`src/rtl/hdmi_packet_assembler.sv`:
```
// HDMI data-island packet assembler.
//
// Serialises one packet (24-bit header + four 56-bit subpackets) over 32 pixel clocks into the
// 9 per-cycle data-island bits feeding the TERC4 encoders, appending BCH(32,24) parity to the
// header and BCH(64,56) parity to each subpacket.
//
// Ports:
//   clk_pixel          pixel clock (only clock)
//   reset_n            asynchronous active-low reset
//   data_island_period high during data-island packet cycles (guard bands excluded)
//   header[23:0]       HB0..HB2, bit 0 emitted first
//   sub[223:0]         subpackets 0..3 packed flat; subpacket i is sub[56*i +: 56], bit 0 first
//   packet_data[8:0]   [0] header/parity, [4:1] even bit of sub0..3, [8:5] odd bit of sub0..3
//   counter[4:0]       slot index of the bits currently on packet_data
//   packet_enable      combinational pulse: inputs are being latched this cycle
//   packet_done        registered pulse on the output cycle carrying slot 31
//   packet_count[15:0] (only with HDMI_PACKET_COUNT_EN) completed-packet counter, wraps
//
// Build option: define HDMI_PACKET_COUNT_EN to add the packet_count output.
module hdmi_packet_assembler #(
  parameter logic [7:0] BCH_POLY = 8'h83
) (
  input  logic         clk_pixel,
  input  logic         reset_n,
  input  logic         data_island_period,
  input  logic [23:0]  header,
  input  logic [223:0] sub,
  output logic [8:0]   packet_data,
  output logic [4:0]   counter,
  output logic         packet_enable,
  output logic         packet_done
`ifdef HDMI_PACKET_COUNT_EN
  ,
  output logic [15:0]  packet_count
`endif
);

  logic [4:0]   slot_q;
  logic [23:0]  hdr_q;
  logic [223:0] sub_q;
  logic [7:0]   ecc_h_q, ecc_h_d;
  logic [31:0]  ecc_s_q, ecc_s_d;
  logic [8:0]   data_q, data_d;
  logic [4:0]   counter_q;
  logic         done_q;

  // Working copies: slot 0 uses the live inputs and a cleared syndrome.
  logic [23:0]  hdr_cur;
  logic [223:0] sub_cur;
  logic [7:0]   ecc_h_cur;
  logic [31:0]  ecc_s_cur;
  logic [5:0]   even_idx;
  logic [2:0]   par_idx;
  logic [55:0]  word;
  logic [7:0]   ecc;
  logic [1:0]   pair;

  // One step of the shift-right BCH LFSR.
  function automatic logic [7:0] bch_step(input logic [7:0] state, input logic b);
    logic fb;
    fb = state[0] ^ b;
    return (state >> 1) ^ (fb ? BCH_POLY : 8'h00);
  endfunction

  assign packet_enable = reset_n & data_island_period & (slot_q == 5'd0);

  always_comb begin
    hdr_cur   = (slot_q == 5'd0) ? header : hdr_q;
    sub_cur   = (slot_q == 5'd0) ? sub : sub_q;
    ecc_h_cur = (slot_q == 5'd0) ? 8'h00 : ecc_h_q;
    ecc_s_cur = (slot_q == 5'd0) ? 32'h0 : ecc_s_q;
    even_idx  = {slot_q, 1'b0};
    // Parity slots 24..31 (header) and 28..31 (subpackets) index via the low slot bits.
    par_idx   = {slot_q[1:0], 1'b0};
    data_d    = '0;
    ecc_h_d   = ecc_h_cur;
    ecc_s_d   = ecc_s_cur;
    word      = '0;
    ecc       = '0;
    pair      = '0;

    if (slot_q < 5'd24) begin
      data_d[0] = hdr_cur[slot_q];
      ecc_h_d   = bch_step(ecc_h_cur, hdr_cur[slot_q]);
    end else begin
      data_d[0] = ecc_h_cur[slot_q[2:0]];
    end

    for (int i = 0; i < 4; i++) begin
      word = sub_cur[56*i +: 56];
      ecc  = ecc_s_cur[8*i +: 8];
      if (slot_q < 5'd28) begin
        pair = word[even_idx +: 2];
        // Even bit first, then odd bit, both in this cycle.
        ecc_s_d[8*i +: 8] = bch_step(bch_step(ecc, pair[0]), pair[1]);
      end else begin
        pair = ecc[par_idx +: 2];
      end
      data_d[1+i] = pair[0];
      data_d[5+i] = pair[1];
    end
  end

  always_ff @(posedge clk_pixel or negedge reset_n) begin
    if (!reset_n) begin
      slot_q    <= '0;
      hdr_q     <= '0;
      sub_q     <= '0;
      ecc_h_q   <= '0;
      ecc_s_q   <= '0;
      data_q    <= '0;
      counter_q <= '0;
      done_q    <= 1'b0;
    end else begin
      slot_q <= data_island_period ? slot_q + 5'd1 : 5'd0;
      if (data_island_period) begin
        ecc_h_q <= ecc_h_d;
        ecc_s_q <= ecc_s_d;
      end
      if (packet_enable) begin
        hdr_q <= header;
        sub_q <= sub;
      end
      data_q    <= data_island_period ? data_d : 9'd0;
      counter_q <= data_island_period ? slot_q : 5'd0;
      done_q    <= data_island_period && (slot_q == 5'd31);
    end
  end

  assign packet_data = data_q;
  assign counter     = counter_q;
  assign packet_done = done_q;

`ifdef HDMI_PACKET_COUNT_EN
  logic [15:0] count_q;

  always_ff @(posedge clk_pixel or negedge reset_n) begin
    if (!reset_n) begin
      count_q <= '0;
    end else if (data_island_period && (slot_q == 5'd31)) begin
      count_q <= count_q + 16'd1;
    end
  end

  assign packet_count = count_q;
`endif

endmodule

```
`config.mk`:
```
export PLATFORM = sky130hd
export DESIGN_NAME = hdmi_packet_assembler
export DESIGN_NICKNAME = d
export VERILOG_FILES = /design/src/rtl/hdmi_packet_assembler.sv
export SDC_FILE = /design/constraint.sdc
export NUM_CORES = 1
export LEC_CHECK = 0
export BUFFER_PORTS_ARGS = -buffer_cell sky130_fd_sc_hd__clkbuf_2
export CAP_MARGIN = 20
export CORE_MARGIN = 10
export CORE_UTILIZATION = 51
export CTS_CLUSTER_DIAMETER = 50
export DETAILED_ROUTE_END_ITERATION = 12
export PLACE_DENSITY_LB_ADDON = 0.2
export SLEW_MARGIN = 10
export SYNTH_ARGS = -nofsm -noshare
export SYNTH_HDL_FRONTEND = slang
export SYNTH_SLANG_ARGS = --single-unit
```
`constraint.sdc`:
```
create_clock -name clk_pixel -period 6.3 [get_ports clk_pixel]
set_input_delay 0.63 -clock clk_pixel [delete_from_list [all_inputs] [get_ports clk_pixel]]
set_output_delay 0.63 -clock clk_pixel [all_outputs]
set_load 0.005 [all_outputs]
```
# Word-level counts from Yosys, hierarchy flattened
# Cells that the tools add are included.
# word_totals
elab_cells,74
register_bits,308
in_bits,251
# classes
n_lt_le_gt_ge,4
shifts,8
eq_ne,1
n_bitwise,20
n_reduce_logical,2
muxes,30
n_addsub,1
# op_table
operator,count
224-bit 2-to-1 mux,1
56-bit by 7-bit variable part select with 2-bit output,4
8-bit 2-to-1 mux,15
7-bit by 8-bit XOR with 8-bit output,9
32-bit 2-to-1 mux,1
8-bit by 4-bit variable part select with 2-bit output,4
24-bit 2-to-1 mux,1
"5-bit < comparator, second input constant",2
5-bit 2-to-1 mux,2
9-bit 2-to-1 mux,1
1-bit XOR,9
2-bit 2-to-1 mux,4
"5-bit by 6-bit < comparator with 1-bit output, second input constant",1
"5-bit by 1-bit adder with 5-bit output, second input constant",1
1-bit binary-select mux with 5-bit select,1
"5-bit equality test, second input constant",1
5-bit logical NOT,1
"3-bit by 4-bit < comparator with 1-bit output, second input constant",1
1-bit binary-select mux with 3-bit select,1
1-bit 2-to-1 mux,3
1-bit AND,2
1-bit logical AND,1

# Logic depth before layout (Yosys ltp)
# Gate-level depths: netlist of the first run.
# depth
ltp_word,10
depth_mapped,20

# Worst setup path after synthesis of the first run
# OpenSTA, ideal clock, no wires.
# synth_path
path_kind,register to output
from,reg slot_q[1]
to,out packet_enable
path_buffers,10
arrival_time_ns,3.835
slack_ns,1.835
stages_incl_launch_ff,15
path_cell_list,dfrtp_1 clkbuf_1 clkbuf_1 inv_1 clkbuf_1 clkbuf_1 ha_1 nor4b_1 clkbuf_1 buf_1 buf_2 and3_1 clkbuf_1 clkbuf_1 clkbuf_1
# synth_between
elab_chain_len,2
# synth_rtl
element,line_no,source
from (decl),38,logic [4:0] slot_q;
from (signal assigned),115,slot_q <= data_island_period ? slot_q + 5'd1 : 5'd0;
5-bit logical NOT,65,assign packet_enable = reset_n & data_island_period & (slot_q == 5'd0);
1-bit AND,65,
to (decl),30,"output logic packet_enable,"
# No other way between the ends.

# Final worst setup path of the first run
# layout_path
from,reg slot_q[0]
to,reg ecc_s_q[7]
# layout_between
elab_chain_len,10
elab_cells_between_ends,12
cone_classes,1 x order compare; 1 x shift; 5 x mux; 4 x bitwise; 1 x reduce/logical
# layout_rtl
element,line_no,source
5-bit logical NOT,"69, 71",
224-bit 2-to-1 mux,69,sub_cur = (slot_q == 5'd0) ? sub : sub_q;
56-bit by 7-bit variable part select with 2-bit output,93,pair = word[even_idx +: 2];
1-bit XOR,61,fb = state[0] ^ b;
8-bit 2-to-1 mux,62,return (state >> 1) ^ (fb ? BCH_POLY : 8'h00);
7-bit by 8-bit XOR with 8-bit output,62,
1-bit XOR,61,
8-bit 2-to-1 mux,62,
7-bit by 8-bit XOR with 8-bit output,62,
8-bit 2-to-1 mux (*),92,if (slot_q < 5'd28) begin
to (signal assigned),118,ecc_s_q <= ecc_s_d;
to (decl),42,"logic [31:0] ecc_s_q, ecc_s_d;"
# Every way passes the cells marked *; elsewhere a longest branch is shown, timed or not.
# A chain may end at the register's enable or synchronous reset.

==> run summary, run 1 <==
Core Rows - 65
Core Util, Final - 61.15%
largest family of logic cells by synthesized area - multiplexers
GRT Total Usage - 25.36%
io pins - 267
final setup violating endpoints - 0
placed cell area - 17,870 um2
Post-Syn Area - 16,230 um2
Synth Area in Adders - 0.2312%
DR pass1 iterations - 5
layout cells sized above 1 - 39.68%
starting density of the core - 51.58%
Post-synth EDFFs - 0
post-synthesis simple-gate area fraction - 11.67%
Final nets - 1,919
Slew Limit Fails - 0
core area - 31,470 um2
drt first-iter violations - 1,173
initial antenna violation count - 5
Reg clk slew, reported paths - 0.06 ns
Setup CP Type - flip-flop to flip-flop
largest net degree at the start of global routing - 109
wirelength, routed - 50.49 mm
nature of the critical path endpoint - flip-flop
Synth Area in Compound Gates - 9.172%
MaxCap Viol Count - 0
DIE AREA - 39,370 um2
Cell variety after synth - 72
hold buffers post-CTS - 0
cts bufs inserted - 40
first-pass GRT wire length - 77.48 mm
top cells by count, synth - 308 x dfrtp_1, 257 x mux2_2, 242 x nand2_1, 68 x nand3_1, 63 x clkbuf_1
Post-Syn Area per Cell - 11.27 um2
Synth area leaders - dfrtp_1 47%, mux2_2 18%, nand2_1 5.6%
post-CTS sizing - 0
post-synthesis sequential area ratio - 47.48%
startpoint types - flip-flop
Post-synth ARST share - 100.0%
buffer count from post-CTS setup fixing - 0
Detailed Place HPWL - 35.07 mm
Synth Area in XOR/XNOR - 1.542%
Max transition margin - 27.77%
Synthesis Warnings - 0
Sum Neg Setup Slack - 0 ns
vias in the first global route - 13,070
CTS tree - done
Post-Synthesis Cells - 1,441
P per Cell Area - 360.3 nW/um2
final clock skew - 0.01364 ns
most frequent cell after synthesis - dfrtp_1
Yosys reg bits - 308
Setup Slack @ Placement - 1.892 ns
Primary FF master, synth - dfrtp_1
worst path required time - 6.67 ns
Final ANT Viol Nets - 0
Final Critical Period - 4.410 ns
syn_nets - 1,695
RSZ-0062 raised after global routing - no
post-synth top area share - 47.48%
worst-case clock buffer depth - 3
vias per cell - 6.063
Critical Path AT - 4.78 ns
clock latency on the worst-skew pair - 0.52 ns
Clock Sinks - 308
aggregate global routing overflow - 0
global placer's final weighted congestion - 0.8872
clk root buf - clkbuf_16
wire length per cell - 24.11 um
final instance area - 19,250 um2
area leader, netlist - dfrtp_1
CTS H-Tree Depth - 2
PortBufs - 266
leak pwr - 8.490 nW
hold crit path type - primary input to async pin
f_max - 226.8 MHz
worst ir drop on vdd - 195.9 uV
Layout area overhead - 18.57%
Setup WS post-layout - 1.890 ns
post-synthesis mux area share - 26.62%
status - complete, no violations
DRC violations left - 0
Worst Max-Slew Pin Slew - 1.083 ns
final hold violation count - 0
maximum fanout along the worst path - 57
via count - 12,700
die height - 198.4 um
Tcrit/Tclk final - 70.00%
Die Width - 198.4 um
[cell usage in the layout (no fill, tap or decap), types with 18 or more instances in the layout]
| master | n |
|---|---|
| dfrtp_1 | 305 |
| clkbuf_2 | 265 |
| mux2_2 | 257 |
| nand2_1 | 242 |
| nand3_1 | 68 |
| mux2i_1 | 56 |
| clkbuf_16 | 41 |
| mux4_2 | 38 |
| o21ai_0 | 33 |
| a21oi_1 | 27 |
| buf_4 | 25 |
| nor2_1 | 23 |
| a31oi_1 | 21 |
| xnor2_1 | 19 |
| o22ai_1 | 18 |
[metrics by stage]
stage / cells / total power [mW] / hold WS, ns
6_report: 2094 / 6.935 / 0.01581
5_1_grt: 2094 / 7.277 / 0.06000
4_1_cts: 2092 / 6.954 / 0.04036
3_5_place_dp: 2024 / 4.606 / 0.4713
3_3_place_gp: 2023 / 4.538 / 0.4644
2_1_floorplan: 1441 / 4.061 / 0.3344
[cells by family after synthesis]
logic type                 after synthesis
xor gates and xnor gates                27
muxes                                  352
buffers and inverters                  122
adders and majority gates                3
AOI/OAI and AO/OA                      210
DFF                                    308
and+or+nand+nor                        419
[cell type report]
class | count | area, um2
inverters | 8 | 30.03
fillers | 2564 | 12230
diodes | 1 | 2.502
repair buffers | 296 | 1632
multi-input cells | 1011 | 8015
clock inverters | 14 | 216.5
clock buffers | 54 | 1135
flip-flops and latches | 308 | 7714
well taps | 402 | 503.0
[critical path, stage by stage, from the launching register on]
cell and delay, ns:
dfrtp_4 0.59, inv_1 0.11, ha_1 0.24, or4b_4 0.83, buf_4 0.43, mux2_2 0.37
mux4_2 0.47, o32a_1 0.19, a211oi_1 0.43, and2_1 0.31, xor2_1 0.16, o21ai_0 0.08
[final timing paths]
| kind | slack [ns] | cells after the start | start | endpoint |
|---|---|---|---|---|
| max in group asynchronous | 4.41 | 3 | reset_n | sub_q[136] |
| setup reg to reg | 1.89 | 11 | slot_q[0] | ecc_s_q[7] |
| hold reg to reg | 0.48 | 2 | ecc_h_q[6] | ecc_h_q[6] |
| setup / recovery | 1.89 | 11 | slot_q[0] | ecc_s_q[7] |
| min in group clk_pixel | 0.32 | 3 | sub[46] | sub_q[46] |
| hold / removal | 0.02 | 1 | reset_n | sub_q[143] |
[flip-flops by register name (all words and copies together) (netlist names)]
register     count
hdr_q           24
ecc_s_q         32
ecc_h_q          8
slot_q           5
packet_done      1
counter          5
packet_data      9
sub_q          224
[where the power goes]
part / switching (mW) / total (mW) / internal [mW] / leakage [nW]
registers: 0.338 / 2.86 / 2.53 / 3.71
clock network: 0.871 / 2.34 / 1.47 / 0.666
logic: 0.836 / 1.73 / 0.895 / 4.12
total: 2.05 / 6.93 / 4.89 / 8.49
[per-layer routing]
metal / part of all wire (%) / wire, um / vias to the layer above / track usage [%]
li1: - / - / 5701 / -
met1: 43 / 21850 / 6431 / 34.08
met2: 47 / 23490 / 472 / 39.94
met3: 7.8 / 3926 / 83 / 6.438
met4: 2.3 / 1154 / 8 / 7.036
met5: 0.13 / 64 / - / 0
Note: power is estimated with default switching activity, not from simulation.
==> inputs of run 2 (changes only) <==
ABC_AREA = 1   (was not set)
clock period = 3.64 ns   (was 6.3 ns; I/O delays follow)
==> run 2 against run 1 <==
First-iteration DRC count rose by 60%. Die area rose by 12%. Combinational power rose by 88%. Critical path type unchanged. Clock power rose by 76%. Wire length rose by 18%. Largest power group unchanged. Power rose by 73%. Critical path depth rose by 5. Highest routed layer unchanged. Non-clock buffer count rose by 18. Design area rose by 9.7%. Critical endpoint is now packet_data[1].
==> run summary, run 2 <==
Max transition margin - 22.96% (-4.8 points)
starting density of the core - 51.63% (+0.056 points)
DR pass1 iterations - 5 (unchanged)
Detailed Place HPWL - 39.16 mm (+12%)
Largest Register - sub_q
critical path's largest stage delay - 0.55 ns (-0.28 ns)
final cell count without fillers - 3,130 (+49%)
most frequent cell after synthesis - nand2_1
via count - 17,680 (+39%)
aggregate global routing overflow - 0 (unchanged)
wire length per cell - 19.00 um (-21%)
leak pwr - 10.39 nW (+22%)
Post-Syn Area - 18,370 um2 (+13%)
Tcrit/Tclk final - 91.81% (+22 points)
layout cells sized above 1 - 18.77% (-21 points)
worst-path cell chain - buf_4 > nand2_1 > inv_2 > buf_4 > nand2_1 > nand2_1 > inv_1 > nand2_1 > nand2_1 > nand2_1 > nor2_1 > nand2_1 > nand2_2 > o21ai_0 > buf_4 > inv_1
Post-synth ARST share - 100.0% (unchanged)
vias in the first global route - 16,950 (+30%)
Synth area leaders - dfrtp_1 42%, nand2_1 14%, nand3_1 8.6%
MaxCap Viol Count - 0 (unchanged)
wirelength, routed - 59.46 mm (+18%)
clk root buf - clkbuf_16
Post-Synthesis Cells - 2,468 (+71%)
vias per cell - 5.649 (-6.8%)
most frequent cells in the layout - 707 x nand2_1, 314 x nand3_1, 306 x dfrtp_1
Post-Syn Area per Cell - 7.441 um2 (-34%)
syn_nets - 2,722 (+61%)
Largest register FFs - 224 (unchanged)
Yosys reg bits - 308 (unchanged)
Post-synth EDFFs - 0 (unchanged)
biggest regs - sub_q x224, ecc_s_q x32, hdr_q x24
Sum Neg Setup Slack - 0 ns (unchanged)
Top delay family on crit path - buffers and inverters
Worst Max-Slew Pin Slew - 1.156 ns (+0.07218 ns)
GRT Total Usage - 26.35% (+1.0 points)
startpoint types - flip-flop
total placed cells including tap cells - 3,058 (+51%)
top cells by count, synth - 707 x nand2_1, 314 x nand3_1, 308 x dfrtp_1, 252 x inv_1, 232 x o21ai_0
largest net degree at the start of global routing - 140 (+28%)
clock latency on the worst-skew pair - 0.55 ns (+0.03 ns)
post-synthesis sequential area ratio - 41.97% (-5.5 points)
CP Buf/Inv Count - 6 (+4)
Slew Limit Fails - 0 (unchanged)
status - complete, no violations
core area - 35,570 um2 (+13%)
DIE AREA - 44,000 um2 (+12%)
Clock Sinks - 308 (unchanged)
n_diodes - 0 (-1)
Core Rows - 69 (+6.2%)
Synthesis Warnings - 0 (unchanged)
initial antenna violation count - 2 (-3)
final hold violation count - 0 (unchanged)
post-synth top area share - 41.97% (-5.5 points)
CTS tree - done
Final ANT Viol Nets - 0 (unchanged)
Reg clk slew, reported paths - 0.06 ns (about the same)
die height - 209.8 um (+5.7%)
PortBufs - 266 (unchanged)
post-CTS sizing - 0 (unchanged)
CP most frequent cell - nand2_1
f_max - 299.2 MHz (+32%)
most common cell after layout, fill and taps aside - nand2_1
hold buffers post-CTS - 1 (+1)
CTS H-Tree Depth - 2 (unchanged)
Register Area - 7712 um2 (about the same)
area leader, netlist - dfrtp_1
maximum fanout along the worst path - 47 (-18%)
Cell variety after synth - 34 (-53%)
Primary FF master, synth - dfrtp_1
Final nets - 2,895 (+51%)
first-pass GRT wire length - 94.23 mm (+22%)
DRC violations left - 0 (unchanged)
nature of the critical path endpoint - flip-flop
Setup CP Type - flip-flop to flip-flop
final clock skew - 0.01438 ns (+0.0007448 ns)
CP max-delay cell - buf_4
worst ir drop on vdd - 369.2 uV (+88%)
worst-case clock buffer depth - 3 (unchanged)
area of the multi-input gates - 8643 um2 (+7.8%)
Layout area overhead - 15.00%
Critical Path AT - 3.78 ns (-1.00 ns)
io pins - 267 (unchanged)
hold crit path type - primary input to flip-flop
final setup violating endpoints - 0 (unchanged)
worst path required time - 4.08 ns (-2.59 ns)
P per Cell Area - 567.2 nW/um2 (+57%)
cts bufs inserted - 40 (unchanged)
Die Width - 209.8 um (+5.7%)
global placer's final weighted congestion - 0.9017 (+1.6%)
Final Critical Period - 3.342 ns (-1.068 ns)
fillers - 3,332 (+30%)
RSZ-0062 raised after global routing - no
drt first-iter violations - 1,879 (+60%)
buffer count from post-CTS setup fixing - 0 (unchanged)
==> run 2: power by group <==
part | switching, mW | internal (mW) | total (mW)
registers | 0.328 | 4.29 | 4.61
clock network | 1.58 | 2.54 | 4.12
logic | 2.03 | 1.22 | 3.25
==> run 2: worst paths after layout <==
kind	start	endpoint	cells past startpoint	slack, ns
max in group asynchronous	reset_n	sub_q[54]	3	2.22
min in group asynchronous	reset_n	sub_q[201]	2	0.27
hold reg to reg	ecc_s_q[9]	ecc_s_q[9]	2	0.48
setup reg to reg	slot_q[0]	packet_data[1]	16	0.30
setup / recovery	slot_q[0]	packet_data[1]	16	0.30
hold / removal	sub[13]	sub_q[13]	3	0.05
==> run 2: layout make-up <==
type | count | share of cell area, %
multi-input cells | 1723 | 40.93
flip-flops and latches | 308 | 36.52
repair buffers | 314 | 8.816
clock buffers | 52 | 5.338
inverters | 254 | 4.538
well taps | 461 | 2.731
clock inverters | 18 | 1.132
==> run 2: worst reg2reg max path: cells and delay by family (launching register included) <==
family | cells | cell delay (ns)
buf+inv | 6 | 1.56
flops | 1 | 0.44
compound gates | 1 | 0.43
simple gates | 9 | 0.81
==> run 2: cells by family (layout without fill, tap and decap cells) <==
group / Yosys count / count (layout) / share of synthesized area [%]
and+or+nand+nor: 1180 / 1180 / 27.57
AOI/OAI and AO/OA: 446 / 446 / 13.48
buffers and inverters: 437 / 638 / 11.02
DFF: 308 / 308 / 41.97
muxes: 94 / 94 / 5.764
adders and majority gates: 3 / 3 / 0.2044
==> run 2: metrics by stage <==
| step | setup WS (ns) | utilization (%) | power [mW] | area, um2 | hold slack (ns) |
|---|---|---|---|---|---|
| after global routing | 0.1110 | 59.37 | 12.71 | 21120 | 0.05285 |
| after floorplan | 0.6360 | - | 6.976 | 18370 | 0.06841 |
| after CTS | 0.3249 | 59.30 | 12.02 | 21090 | 0.03158 |
| after global placement | 0.2998 | 55.43 | 7.765 | 19720 | 0.2434 |
| after detailed placement | 0.3640 | 55.43 | 7.874 | 19720 | 0.2409 |
| final | 0.2983 | 59.37 | 11.98 | 21120 | 0.04526 |
==> run 2: layer usage <==
metal  share of wire (%)  vias to the layer above  track usage (%)
li1                    -                     8396                -
met3                 8.4                      131            5.301
met4                 3.4                        4            9.824
met2                  45                      763            40.58
met5               0.039                        -                0
met1                  43                     8387            35.92
==> inputs of run 3 (changes only) <==
CORE_ASPECT_RATIO = 1.5   (was not set)
MAX_ROUTING_LAYER = met4   (was not set)
SLEW_MARGIN = not set   (was 10)
==> run 3 against run 2 <==
Cell count increased by 0.67%. Hold slack improved by 0.0099 ns. First-iteration DRC count decreased by 21%. Power decreased by 4.3%. Sequential power about the same. Register-to-register slack improved by 0.13 ns. Global-route usage increased by 1.2 points. Combinational power about the same. Highest routed layer is now met4.
==> run summary, run 3 (synthesis gave the netlist of run 2 again) <==
worst-case clock buffer depth - 3 (unchanged)
nature of the critical path endpoint - flip-flop
Setup CP Type - flip-flop to flip-flop
r2r endpoint - ecc_s_q[16]
R2R Setup Slk - 0.42 ns (+0.13 ns)
buffer count from post-CTS setup fixing - 0 (unchanged)
wirelength, routed - 60.42 mm (+1.6%)
Die Width - 174.9 um (-17%)
Fin Hold WS - 0.05520 ns (+0.009936 ns)
cts bufs inserted - 35 (-13%)
drt first-iter violations - 1,476 (-21%)
GRT Total Usage - 27.55% (+1.2 points)
wire length per cell - 19.18 um (+0.94%)
starting density of the core - 51.39% (-0.24 points)
Sum Neg Setup Slack - 0 ns (unchanged)
final clock skew - 0.01657 ns (+0.002194 ns)
biggest regs - sub_q x224, ecc_s_q x32, hdr_q x24
Tcrit/Tclk final - 88.34% (-3.5 points)
Worst Hold End - sub_q[64]
io pins - 267 (unchanged)
Critical Path AT - 3.63 ns (-0.15 ns)
P per Cell Area - 546.0 nW/um2 (-3.7%)
die height - 252.4 um (+20%)
clk root buf - clkbuf_16
Pwr Total - 11.47 mW (-4.3%)
RSZ-0062 raised after global routing - no
clock latency on the worst-skew pair - 0.53 ns (-0.02 ns)
CTS tree - done
worst ir drop on vdd - 392.4 uV (+6.3%)
Clock Sinks - 308 (unchanged)
DIE AREA - 44,160 um2 (+0.35%)
Core Util, Final - 58.77% (-0.60 points)
most common cell after layout, fill and taps aside - nand2_1
hold crit path type - primary input to flip-flop
Core Rows - 85 (+23%)
Reg clk slew, reported paths - 0.06 ns (about the same)
first-pass GRT wire length - 95.12 mm (+0.94%)
aggregate global routing overflow - 0 (unchanged)
Worst Hold Launch - sub[64]
vias in the first global route - 17,230 (+1.7%)
maximum fanout along the worst path - 97 (+110%)
worst path required time - 4.05 ns (-0.03 ns)
PortBufs - 266 (unchanged)
global placer's final weighted congestion - 0.9147 (+1.4%)
most frequent cells in the layout - 707 x nand2_1, 314 x nand3_1, 306 x dfrtp_1
Final Critical Period - 3.216 ns (-0.1260 ns)
core area - 35,730 um2 (+0.46%)
f_max - 311.0 MHz (+3.9%)
Layout area overhead - 14.35%
MaxCap Viol Count - 0 (unchanged)
CTS H-Tree Depth - 2 (unchanged)
DRC violations left - 0 (unchanged)
startpoint types - flip-flop
Final ANT Viol Nets - 0 (unchanged)
final setup violating endpoints - 0 (unchanged)
via count - 17,570 (-0.61%)
Max transition margin - 30.00% (+7.0 points)
fillers - 3,360 (+0.84%)
DR pass1 iterations - 5 (unchanged)
initial antenna violation count - 8 (+6)
leak pwr - 10.32 nW (-0.66%)
final hold violation count - 0 (unchanged)
status - complete, no violations
Largest Register - sub_q
Detailed Place HPWL - 40.60 mm (+3.7%)
cells on worst reg2reg path - 24 (+8)
Final nets - 2,895 (unchanged)
vias per cell - 5.577 (-1.3%)
Slew Limit Fails - 0 (unchanged)
Largest register FFs - 224 (unchanged)
reg2reg start - slot_q[0]
layout cells sized above 1 - 18.62% (-0.15 points)
Worst Max-Slew Pin Slew - 1.050 ns (-0.1056 ns)
largest net degree at the start of global routing - 168 (+20%)
Min-Delay Path Depth - 3 (unchanged)
[run 3: cell types whose count changed in the layout (fill, tap and decap cells not counted), moves of 3 or more]
| cell | before | now |
|---|---|---|
| clkbuf_16 | 41 | 37 |
| diode_2 | 0 | 9 |
| buf_4 | 35 | 38 |
| buf_12 | 11 | 14 |
| clkinv_4 | 3 | 0 |
| bufinv_16 | 5 | 2 |
[run 3: worst max-delay path, stage by stage, from the launching register on]
cell	delay, ns
dfrtp_4	0.43
clkinv_2	0.08
ha_1	0.20
inv_1	0.14
nor2_8	0.06
nand2_8	0.09
buf_12	0.32
buf_4	0.34
nand2_1	0.08
nand2_1	0.06
nand2_1	0.05
nand2_1	0.06
inv_1	0.03
nand2_1	0.05
nand2_1	0.05
nand2_1	0.06
nor2_1	0.09
nand2_1	0.11
nand2_1	0.10
nand2_1	0.07
nand2_1	0.11
o21ai_1	0.10
nand3_1	0.11
o211ai_1	0.16
nand2_1	0.07
[run 3: cell type report]
cell class	instances	area, um2	share of cell area, %
Clock inverter	12	122.6	0.5839
Timing Repair Buffer	319	1917	9.127
Multi-Input combinational cell	1723	8643	41.16
Antenna cell	9	22.52	0.1072
Clock buffer	48	1027	4.891
Tap cell	478	598.1	2.848
Sequential cell	308	7712	36.72
Inverter	254	958.4	4.564
[run 3: layer usage]
layer	share of wire (%)	vias to the layer above	track usage, %
met5	0	-	-
met4	4.1	0	12.29
li1	-	8407	-
met1	40	8386	32.51
met2	50	656	46.21
met3	5.9	125	3.633
[run 3: worst max path at each step]
stage | startpoint | to | slack (ns) | cells past startpoint
global placement | slot_q[0] | ecc_s_q[16] | 0.49 | 24
detailed placement | slot_q[0] | ecc_s_q[16] | 0.45 | 24
CTS | slot_q[0] | ecc_s_q[16] | 0.46 | 24
floorplan | slot_q[1] | packet_enable | 0.64 | 14
finish | slot_q[0] | ecc_s_q[16] | 0.42 | 24
global route | slot_q[0] | ecc_s_q[16] | 0.08 | 24
[run 3: power by group]
part	leakage [nW]	internal, mW	total, mW	switching (mW)
clock	0.571	2.12	3.60	1.47
combinational	5.97	1.23	3.25	2.02
sequential	3.77	4.28	4.62	0.338
[run 3: repair_timing]
item | 4_1_cts | 5_1_grt
gates resized for setup | 0 | 0
endpoints found under the hold margin | 27 | 0
hold buffers | 1 | 0
[run 3: per-stage QoR]
stage	setup slack (ns)	std cells	instance area, um2
floorplan	0.6360	2468	18370
global placement	0.4861	3081	19820
detailed placement	0.4546	3081	19820
CTS	0.4567	3142	20980
global route	0.08392	3150	21000
finish	0.4243	3151	21000
